### config.mk
export PLATFORM = sky130hd
export DESIGN_NAME = mem_stage_flat
export DESIGN_NICKNAME = d
export VERILOG_FILES = /design/src/rtl/mem_stage_if.sv /design/src/rtl/mem_stage.sv /design/src/flat_wrapper.sv
export SDC_FILE = /design/constraint.sdc
export NUM_CORES = 1
export LEC_CHECK = 0
export CAP_MARGIN = 20
export CORE_MARGIN = 5
export CORE_UTILIZATION = 28
export DETAILED_ROUTE_END_ITERATION = 8
export GPL_TIMING_DRIVEN = 0
export PLACE_DENSITY_LB_ADDON = 0.08
export SYNTH_ARGS = -nofsm -noshare
export SYNTH_HDL_FRONTEND = slang
export SYNTH_SLANG_ARGS = --single-unit
### constraint.sdc
create_clock -name clk -period 1.88 [get_ports clk]
set_input_delay 0.376 -clock clk [delete_from_list [all_inputs] [get_ports clk]]
set_output_delay 0.376 -clock clk [all_outputs]
set_load 0.005 [all_outputs]
### src/rtl/mem_stage_if.sv
// ---------------------------------------------------------------------------
// mem_stage_if -- data-memory request/response bus between the MEM stage and
// the data memory.
//
// Signals:
//   dm_req    master->slave  request valid
//   dm_we     master->slave  1 = store, 0 = load
//   dm_addr   master->slave  byte address
//   dm_wdata  master->slave  store data
//   dm_gnt    slave->master  request accepted this cycle
//   dm_rvalid slave->master  load data valid
//   dm_rdata  slave->master  load data
// ---------------------------------------------------------------------------
interface mem_stage_if;
    logic        dm_req;
    logic        dm_we;
    logic [31:0] dm_addr;
    logic [31:0] dm_wdata;
    logic        dm_gnt;
    logic        dm_rvalid;
    logic [31:0] dm_rdata;

    modport master (
        output dm_req, dm_we, dm_addr, dm_wdata,
        input  dm_gnt, dm_rvalid, dm_rdata
    );

    modport slave (
        input  dm_req, dm_we, dm_addr, dm_wdata,
        output dm_gnt, dm_rvalid, dm_rdata
    );
endinterface

### src/rtl/mem_stage.sv
// ---------------------------------------------------------------------------
// mem_stage -- pipeline MEM stage. Passes ALU results to MEM/WB, issues word
// loads/stores on the data-memory bus and stalls upstream until the access
// completes.
//
// Ports:
//   clk, reset      rising-edge clock, synchronous active-high reset
//   mem_rd_addr/we/data  destination register info from EX/MEM
//   mem_mem_addr    load/store byte address
//   mem_alu_op      operation code (ALU_OP_LW / ALU_OP_SW select memory)
//   mem_op_2        store data
//   dm              data-memory bus (master side)
//   stall           combinational; upstream holds while high
//   wb_rd_addr/we/data  registered MEM/WB write-back
//   misalign_err    registered one-cycle misaligned-access flag
//
// Build option: define MEM_ALIGN_CHECK_EN to reject word accesses whose
// address is not 4-byte aligned (no bus request, completes as a bubble and
// pulses misalign_err). Without it the address passes through unchanged and
// misalign_err is tied low.
// ---------------------------------------------------------------------------
module mem_stage #(
    parameter logic [3:0] ALU_OP_LW = 4'd10,
    parameter logic [3:0] ALU_OP_SW = 4'd11
) (
    input  logic        clk,
    input  logic        reset,
    input  logic [4:0]  mem_rd_addr,
    input  logic        mem_rd_we,
    input  logic [31:0] mem_rd_data,
    input  logic [31:0] mem_mem_addr,
    input  logic [3:0]  mem_alu_op,
    input  logic [31:0] mem_op_2,
    mem_stage_if.master dm,
    output logic        stall,
    output logic [4:0]  wb_rd_addr,
    output logic        wb_rd_we,
    output logic [31:0] wb_rd_data,
    output logic        misalign_err
);

    typedef enum logic [1:0] {
        IDLE = 2'd0,  // no access in flight
        REQ  = 2'd1,  // request outstanding, not yet granted
        RESP = 2'd2   // load granted, waiting for read data
    } state_t;

    state_t state, state_next;

    logic is_lw, is_sw, is_mem;
    logic misaligned;
    logic done;  // current upstream op retires at this edge

    assign is_lw  = (mem_alu_op == ALU_OP_LW);
    assign is_sw  = (mem_alu_op == ALU_OP_SW);
    assign is_mem = is_lw | is_sw;

`ifdef MEM_ALIGN_CHECK_EN
    assign misaligned = is_mem & (mem_mem_addr[1:0] != 2'b00);
`else
    assign misaligned = 1'b0;
`endif

    // NOTE: every output of this block gets a default before the case so no
    // path leaves a signal unassigned and no latch is inferred.
    always_comb begin
        state_next  = state;
        done        = 1'b0;
        dm.dm_req   = 1'b0;
        dm.dm_we    = is_sw;
        dm.dm_addr  = mem_mem_addr;
        dm.dm_wdata = mem_op_2;

        case (state)
            IDLE, REQ: begin
                if (is_mem && !misaligned) begin
                    // Upstream is held while stalled, so the request fields
                    // stay stable across REQ cycles without local capture.
                    dm.dm_req = 1'b1;
                    if (dm.dm_gnt) begin
                        if (is_sw) begin
                            done       = 1'b1;
                            state_next = IDLE;
                        end else begin
                            state_next = RESP;
                        end
                    end else begin
                        state_next = REQ;
                    end
                end else begin
                    // Non-memory op or rejected misaligned access: one cycle.
                    done       = 1'b1;
                    state_next = IDLE;
                end
            end
            RESP: begin
                // rvalid is only meaningful here; a response that arrives
                // with the grant is ignored because we are not yet in RESP.
                if (dm.dm_rvalid) begin
                    done       = 1'b1;
                    state_next = IDLE;
                end
            end
            default: state_next = IDLE;
        endcase

        stall = ~done;

        if (reset) begin
            dm.dm_req = 1'b0;
            stall     = 1'b0;
        end
    end

    // NOTE: sequential state uses non-blocking assignments so every register
    // samples pre-edge values regardless of statement order.
    always_ff @(posedge clk) begin
        if (reset) begin
            state      <= IDLE;
            wb_rd_addr <= 5'd0;
            wb_rd_we   <= 1'b0;
            wb_rd_data <= 32'd0;
        end else begin
            state <= state_next;
            if (!done) begin
                wb_rd_we <= 1'b0;  // bubble while stalled
            end else if (state == RESP) begin
                wb_rd_addr <= mem_rd_addr;
                wb_rd_we   <= mem_rd_we;
                wb_rd_data <= dm.dm_rdata;
            end else if (misaligned || is_sw) begin
                wb_rd_we <= 1'b0;
            end else begin
                wb_rd_addr <= mem_rd_addr;
                wb_rd_we   <= mem_rd_we;
                wb_rd_data <= mem_rd_data;
            end
        end
    end

`ifdef MEM_ALIGN_CHECK_EN
    always_ff @(posedge clk) begin
        if (reset) begin
            misalign_err <= 1'b0;
        end else begin
            misalign_err <= done & misaligned & (state != RESP);
        end
    end
`else
    assign misalign_err = 1'b0;
`endif

endmodule

### src/flat_wrapper.sv
// flat-port wrapper written by rule: the top's interface ports become plain ports
module mem_stage_flat 
#(
    parameter logic [3:0] ALU_OP_LW = 4'd10,
    parameter logic [3:0] ALU_OP_SW = 4'd11
)
  (clk, reset, mem_rd_addr, mem_rd_we, mem_rd_data, mem_mem_addr, mem_alu_op, mem_op_2, stall, wb_rd_addr, wb_rd_we, wb_rd_data, misalign_err, dm_dm_req, dm_dm_we, dm_dm_addr, dm_dm_wdata, dm_dm_gnt, dm_dm_rvalid, dm_dm_rdata);
  mem_stage_if dm_i ();
  input  logic clk;
  input  logic reset;
  input  logic [4:0] mem_rd_addr;
  input  logic mem_rd_we;
  input  logic [31:0] mem_rd_data;
  input  logic [31:0] mem_mem_addr;
  input  logic [3:0] mem_alu_op;
  input  logic [31:0] mem_op_2;
  output logic stall;
  output logic [4:0] wb_rd_addr;
  output logic wb_rd_we;
  output logic [31:0] wb_rd_data;
  output logic misalign_err;
  output wire logic [$bits(dm_i.dm_req)-1:0] dm_dm_req;
  output wire logic [$bits(dm_i.dm_we)-1:0] dm_dm_we;
  output wire logic [$bits(dm_i.dm_addr)-1:0] dm_dm_addr;
  output wire logic [$bits(dm_i.dm_wdata)-1:0] dm_dm_wdata;
  input wire logic [$bits(dm_i.dm_gnt)-1:0] dm_dm_gnt;
  input wire logic [$bits(dm_i.dm_rvalid)-1:0] dm_dm_rvalid;
  input wire logic [$bits(dm_i.dm_rdata)-1:0] dm_dm_rdata;
  assign dm_dm_req = dm_i.dm_req;
  assign dm_dm_we = dm_i.dm_we;
  assign dm_dm_addr = dm_i.dm_addr;
  assign dm_dm_wdata = dm_i.dm_wdata;
  assign dm_i.dm_gnt = dm_dm_gnt;
  assign dm_i.dm_rvalid = dm_dm_rvalid;
  assign dm_i.dm_rdata = dm_dm_rdata;
  mem_stage #(.ALU_OP_LW(ALU_OP_LW), .ALU_OP_SW(ALU_OP_SW)) u_core (.clk(clk), .reset(reset), .mem_rd_addr(mem_rd_addr), .mem_rd_we(mem_rd_we), .mem_rd_data(mem_rd_data), .mem_mem_addr(mem_mem_addr), .mem_alu_op(mem_alu_op), .mem_op_2(mem_op_2), .dm(dm_i), .stall(stall), .wb_rd_addr(wb_rd_addr), .wb_rd_we(wb_rd_we), .wb_rd_data(wb_rd_data), .misalign_err(misalign_err));
endmodule
Word level (Yosys, flattened, before mapping):

Cells that the tools add are included.

* bits in registers: 40
* input bits: 142
* output and inout port bits: 106
* logic and storage cells: 36

* equal/unequal tests: 6
* mux-type cells: 20
* bitwise gates (word level): 2
* reductions and logical operators: 4

Operators by type and width (number)
* 32-bit two-way mux: 2
* 1-bit two-way mux: 10
* 5-bit two-way mux: 2
* 4-bit equality test (second input constant): 2
* 2-bit two-way mux: 4
* 2-bit inequality test (second input constant): 2
* 2-bit case mux with 2 select lines: 1
* 2-bit OR reduction: 2
* 2-bit by 1-bit equality test with 1-bit output (second input constant): 1
* 2-bit equality test (second input constant): 1
* 2-bit logical NOT: 1
* 1-bit case mux with 2 select lines: 1
* 2-bit AND reduction: 1
* 1-bit inverter: 1
* 1-bit bitwise OR: 1

Depth between registers and ports, before layout:

Gate-level depths: netlist of the first run.

* depth in word-level cells: 7
* gate-level depth with buffers: 5
* depth with buffers taken out: 4

Worst setup path after synthesis of the first run:

Ideal clock, no wire load.

* kind: input port to flip-flop
* start: input mem_alu_op[2]
* end: register u_core.wb_rd_addr[0]
* setup time: 128 ps
* arrival time: 1219 ps
* required time: 1752 ps
* path slack: 533 ps
* stages: 5
* buffers on the path: 1
* cells stage by stage: nand4bb_2 > a21boi_2 > buf_4 > mux2i_1 > nor2_1

* word-level cells in the longest chain between the ends: 6
* elaborated cells on any way between the ends: 9
* those cells by class: 3 x eq/ne; 4 x mux; 1 x bitwise; 1 x reduce/logical

RTL lines
* start: declaration: line flat_wrapper.sv:15 `input logic [3:0] mem_alu_op;`
* 4-bit equality test: line mem_stage.sv:55 `assign is_sw = (mem_alu_op == ALU_OP_SW);`
* 1-bit two-way mux: line mem_stage.sv:81 `if (is_sw) begin`
* 1-bit two-way mux: line mem_stage.sv:80 `if (dm.dm_gnt) begin`
* 1-bit two-way mux: line mem_stage.sv:76 `if (is_mem && !misaligned) begin`
* 1-bit case mux with 2 select lines: line mem_stage.sv:74 `case (state)`
* 2-bit AND reduction (no source line) *
* end signal: assignment: line mem_stage.sv:128 `wb_rd_addr <= mem_rd_addr;`
* end signal: assignment: line mem_stage.sv:134 `wb_rd_addr <= mem_rd_addr;`
* end: declaration: line mem_stage.sv:36 `output logic [4:0] wb_rd_addr,`

Mark *: on every way between the ends. The rest lies on a longest branch, timed or not.
A chain may end at the register's enable or synchronous reset.

Worst setup path after layout of the first run:

* start: input mem_alu_op[0]
* end: output dm_dm_we

* word-level cells in the longest chain between the ends: 1

RTL lines
* 4-bit equality test: line mem_stage.sv:55
* end: declaration: line flat_wrapper.sv:23 `output wire logic [$bits(dm_i.dm_we)-1:0] dm_dm_we;`

No other way between the ends.

==> results of run 1 <==
[layer usage]
metal  vias up  GRT usage (%)
li1       1135              -
met1      1022           15.7
met2       130           25.7
met3         6           5.84
met4         0           3.15
met5         -              0
[stage by stage]
stage	TNS [ns]	util, %	cell area (sq um)	cells
final	0	55.0	4300	534
after global routing	0	55.0	4300	534
after CTS	0	55.1	4300	534
after detailed placement	-4.33	53.8	4200	526
after global placement	-3.80	53.8	4200	526
after floorplan	0	-	2260	243
[Yosys cell counts (3+ instances only)]
| library cell | count | area [sq um] |
|---|---|---|
| buf_4 | 72 | 541 |
| dfxtp_1 | 40 | 801 |
| nor2_1 | 40 | 150 |
| mux2i_1 | 37 | 370 |
| a211oi_1 | 27 | 203 |
| a211oi_2 | 5 | 62.6 |
| clkbuf_1 | 5 | 18.8 |
| buf_2 | 4 | 20.0 |
| a21oi_1 | 3 | 15.0 |
[power by group through the flow]
stage / logic, mW / registers, mW / clock network, mW
after floorplan: 0.239 / 0.960 / 0
after global placement: 0.699 / 0.952 / 0
after detailed placement: 0.706 / 0.954 / 0
after CTS: 0.709 / 0.934 / 0.611
after global routing: 0.750 / 0.943 / 0.646
final: 0.696 / 0.934 / 0.583
[flip-flops by register name (all words and copies together) (netlist names)]
signal,cells
u_core.wb_rd_we,1
u_core.wb_rd_addr,5
u_core.wb_rd_data,32
u_core.state,2
[final timing paths]
check,endpoint,slack [ns],cells past startpoint
max reg2reg,u_core.wb_rd_addr[3],0.34,5
max,dm_dm_we,0.17,3
min reg2reg,u_core.wb_rd_addr[4],0.50,2
min,u_core.wb_rd_data[5],0.45,2
[kinds of logic after synthesis]
group	share of synthesized area (%)
buf+inv	25.8
flops	35.4
other cells	0.166
mux	16.4
compound gates	12.9
simple gates	9.30
[area by class of cell]
class                      instances  area [sq um]
timing repair buffer             181          1800
tap                              102           128
sequential                        40           801
inverter                           1          3.75
clock buffer                       8          90.1
fill                             721          3510
buffer                            81           581
multi-input combinational        121           891
[worst max-delay path, delay by kind of cell]
kind / cells / cell delay, ns
simple gates: 1 / 0.21
buf+inv: 2 / 0.76
[timing repair]
| action | CTS | global route |
|---|---|---|
| pin swaps | 1 | 1 |
| resized for setup | 10 | 2 |
| setup endpoints to repair | 3 | 1 |
| endpoints found under the hold margin | 0 | 0 |
==> impl_metrics.tcl, run 1 <==
set metrics [dict create \
    cts_sinks 40 \
    root_buffer "clkbuf_8" \
    powerDensity_nw_per_um2 515 \
    clock.fmax_ghz 0.583 \
    wl_per_cell_um 14.3 \
    required_ns 1.50 \
    ys_async_sr_fraction_pct 0 \
    finalMaxSlewViolations 0 \
    power.internal_mw 1.70 \
    p_sw_share_pct 23.0 \
    netlist_area_sq_um 2260 \
    p_sw_mw 0.509 \
    status "completed" \
    final-setup-viol-count 0 \
    antenna_found_initial 0 \
    grt_pass1_vias 2378 \
    p_comb_share_pct 31.4 \
    syn_inst 243 \
    min_period_over_period_pct 91.2 \
    worstPathArrival_ns 1.34 \
    start_kind "input pin" \
    place.detailed.hpwl_um 6340 \
    num_rows 32 \
    start_util_pct 28.9 \
    netlist-cell-type-count 19 \
    end_kind "output port" \
    max_stage_delay_ns 0.52 \
    p_leak_nw 1.77 \
    gr-usage-all-layers_pct 14.3 \
    grt_max_degree 12 \
    skew_ns 0.00300 \
    path_cells "clkdlybuf4s50_1, and4b_1, dlygate4sd2_1" \
    cts-htree-levels 2 \
    area_delta_synth_final_pct 90.2 \
    synth_nets 385 \
    met1Wirelength_um 2770 \
    drtAntennaViolNets 0 \
    drc 0 \
    clockBufferDepth 2 \
    clk_pin_slew_ns 0.07 \
    layout_commonest_cell "clkdlybuf4s50_1" \
    place_congestion 0.692 \
    nets 573 \
    cp-startpoint "mem_alu_op[0]" \
    drive_gt1_share_pct 21.3 \
    synth-edff-count 0 \
    sequentialPowerShare_pct 42.2 \
    vias 2293 \
    slew_headroom_pct 59.6 \
    p_clk_share_pct 26.3 \
    drv_cap 0 \
    cts_made_buffers 5 \
    yosys_warnings 0 \
    timing.hold.ws_ns 0.447 \
    die-area_sq_um 9970 \
    mostFrequentLayoutCells "clkdlybuf4s50_1 (175), buf_4 (72), nor2_1 (40), dfxtp_1 (40), mux2i_1 (37)" \
    ir_drop_mv 0.226 \
    fp.coreArea_sq_um 7810 \
    grt_pass1_wl_um 11500 \
    synth_seq_cells 40 \
    r2r_start "u_core.state[1]" \
    highest_layer "met4" \
    p_total_mw 2.21 \
    dieWidth_um 99.8 \
    synthFlopType "dfxtp_1" \
    clock_latency_ns 0.29 \
    wl_um 7640 \
    io_pins 248 \
    min_path_type "input pin to flip-flop" \
    diodes 0 \
    worstSetupPathType "input pin to output port" \
    fin_crit_ns 1.71 \
    post-cts-setup-buffers 0 \
    rsz0062_at_grt "false" \
    cts_tree "done" \
    hold_viol 0 \
    drt_iter0_drc 47 \
    portBuffers 181 \
    dr.pass1.iters 3 \
    worst_path_max_delay_cell "clkdlybuf4s50_1" \
    worst_hold_startpoint "reset" \
    grt_overflow 0 \
    wl_met2_um 3950 \
    path_max_fanout 3 \
    dieHeight_um 99.8 \
    viasPerCell 4.29 \
    synth.avg_cell_area_sq_um 9.30 \
    wl_met3_um 866 \
    tightestPinTransition_ns 0.605 \
    dp_slack_ns -0.391 \
    hold_buffers 0 \
    layout_setup_ws_ns 0.166 \
    ys_seq_area_share_pct 35.4 \
]
No activity file was read; power rests on OpenSTA's default activity.
==> run 2, diff against run 1 <==
SLEW_MARGIN = 20   (was default)
==> results of run 2 <==
Same layout as run 1: the final DEF is identical, and so are final timing and power.
==> run 3, diff against run 2 <==
CORE_ASPECT_RATIO = 0.6   (was default)
==> run 3 against run 2 <==
Compared with the run above: flip-flop and latch count stayed put; die area is 0.59% higher; register-to-register slack worse by 0.03 ns; total power is 13% higher; core utilization is 0.89 points higher; critical endpoint is now stall; largest cell class unchanged; largest power group unchanged.
==> impl_metrics.tcl, run 3 (synthesis results as in run 1) <==
set metrics [dict create \
    status "completed" \
    place.detailed.hpwl_um 6760 \
    r2r_start "u_core.state[1]" \
    clockBufferDepth 2 \
    path_max_fanout 4 \
    hold_buffers 0 \
    cts_sinks 40 \
    powerDensity_nw_per_um2 569 \
    clk_pin_slew_ns 0.05 \
    finalMaxSlewViolations 0 \
    place_congestion 0.799 \
    gr-usage-all-layers_pct 14.6 \
    top_register "u_core.wb_rd_data" \
    wl_um 7950 \
    layout_setup_ws_ns 0.0749 \
    grt_pass1_vias 2348 \
    drive_gt1_share_pct 21.9 \
    max_stage_delay_ns 0.43 \
    placed_area_sq_um 4210 \
    worstPathArrival_ns 1.43 \
    rsz0062_at_grt "true" \
    start_util_pct 28.8 \
    dp_slack_ns -0.394 \
    io_pins 248 \
    grt_pass1_wl_um 11800 \
    required_ns 1.50 \
    worst_path_max_delay_cell "clkdlybuf4s50_1" \
    skew_ns 0.000864 \
    min_path_type "input pin to flip-flop" \
    viasPerCell 4.19 \
    ir_drop_mv 0.362 \
    cts_made_buffers 5 \
    min_period_over_period_pct 96.0 \
    cts_tree "done" \
    p_total_mw 2.50 \
    clock_latency_ns 0.27 \
    vias 2268 \
    area_delta_synth_final_pct 94.4 \
    drt_iter0_drc 69 \
    drc 0 \
    slew_headroom_pct 62.4 \
    clock.fmax_ghz 0.554 \
    path_cells "clkdlybuf4s50_1, nand4bb_4, a21oi_2, a21oi_1, nor2_1, buf_2" \
    start_kind "input pin" \
    drtAntennaViolNets 0 \
    grt_max_degree 12 \
    largest_reg_flops 32 \
    grt_overflow 0 \
    die-area_sq_um 10000 \
    mostFrequentLayoutCells "clkdlybuf4s50_1 (176), buf_4 (73), nor2_1 (40), dfxtp_1 (40), mux2i_1 (37)" \
    cts-htree-levels 2 \
    root_buffer "clkbuf_16" \
    wl_per_cell_um 14.7 \
    antenna_found_initial 0 \
    end_kind "output port" \
    dr.pass1.iters 4 \
    cp-startpoint "mem_alu_op[2]" \
    fp.coreArea_sq_um 7850 \
    fin_crit_ns 1.81 \
    num_rows 25 \
    p_leak_nw 1.81 \
    final-setup-viol-count 0 \
    diodes 0 \
    drv_cap 0 \
    dieHeight_um 79.6 \
    nets 575 \
    dieWidth_um 126 \
    crit_family "buffers and inverters" \
    tightestPinTransition_ns 0.564 \
    tns_ns 0 \
    top_regs "u_core.wb_rd_data x32, u_core.wb_rd_addr x5, u_core.state x2" \
    portBuffers 181 \
    path_buf_inv 2 \
    layout_commonest_cell "clkdlybuf4s50_1" \
    worstSetupPathType "input pin to output port" \
    worst_hold_startpoint "reset" \
    fin_area_sq_um 4390 \
    hold_viol 0 \
]
-- run 3: changes by cell type in the layout (fill, tap and decap cells not counted), sizes merged --
cell	delta
buf	+2
clkdlybuf4s50	+1
clkbuf	-1
dlymetal6s2s	-1
-- run 3: repair_timing --
action                                  in CTS  in global routing
pin swaps                                    1                  1
gates resized for setup                      9                  5
endpoints found under the setup margin       3                  2
setup buffers                                0                  2
gates cloned                                 0                  0
-- run 3: path summary, 6_finish.rpt --
check                           to  slack [ns]  depth (start not counted)
min           u_core.wb_rd_data[5]        0.41                          2
max                          stall        0.07                          6
min reg2reg  u_core.wb_rd_data[11]        0.50                          2
max reg2reg   u_core.wb_rd_data[2]        0.31                          6
-- run 3: area by class of cell --
type / count / area, sq um
plain buffers: 81 / 584
clock buffers: 7 / 153
fillers: 722 / 3460
inverters: 1 / 3.75
multi-input cells: 121 / 898
flip-flops and latches: 40 / 801
well taps: 108 / 135
repair buffers: 183 / 1820
-- run 3: metrics by stage --
step           std cells  utilization (%)  hold WS (ns)
2_1_floorplan        243                -         0.455
3_3_place_gp         532             53.6         0.471
3_5_place_dp         532             53.6         0.487
4_1_cts              539             55.7         0.415
5_1_grt              541             55.9         0.446
6_report             541             55.9         0.412
-- run 3: routing by layer --
| metal | vias to the layer above | track usage [%] | wire length (um) |
|---|---|---|---|
| met1 | 1009 | 17.7 | 3270 |
| met3 | 4 | 7.42 | 839 |
| met2 | 114 | 24.2 | 3810 |
| li1 | 1141 | - | - |
| met4 | 0 | 1.61 | 34 |
| met5 | - | 0 | 0 |
-- run 3: where the power goes --
part | switching (mW) | leakage [nW] | total, mW | internal (mW)
Combinational | 0.205 | 1.40 | 0.706 | 0.501
Clock | 0.299 | 0.0760 | 0.855 | 0.556
Sequential | 0.0288 | 0.333 | 0.938 | 0.909
Total | 0.533 | 1.81 | 2.50 | 1.97
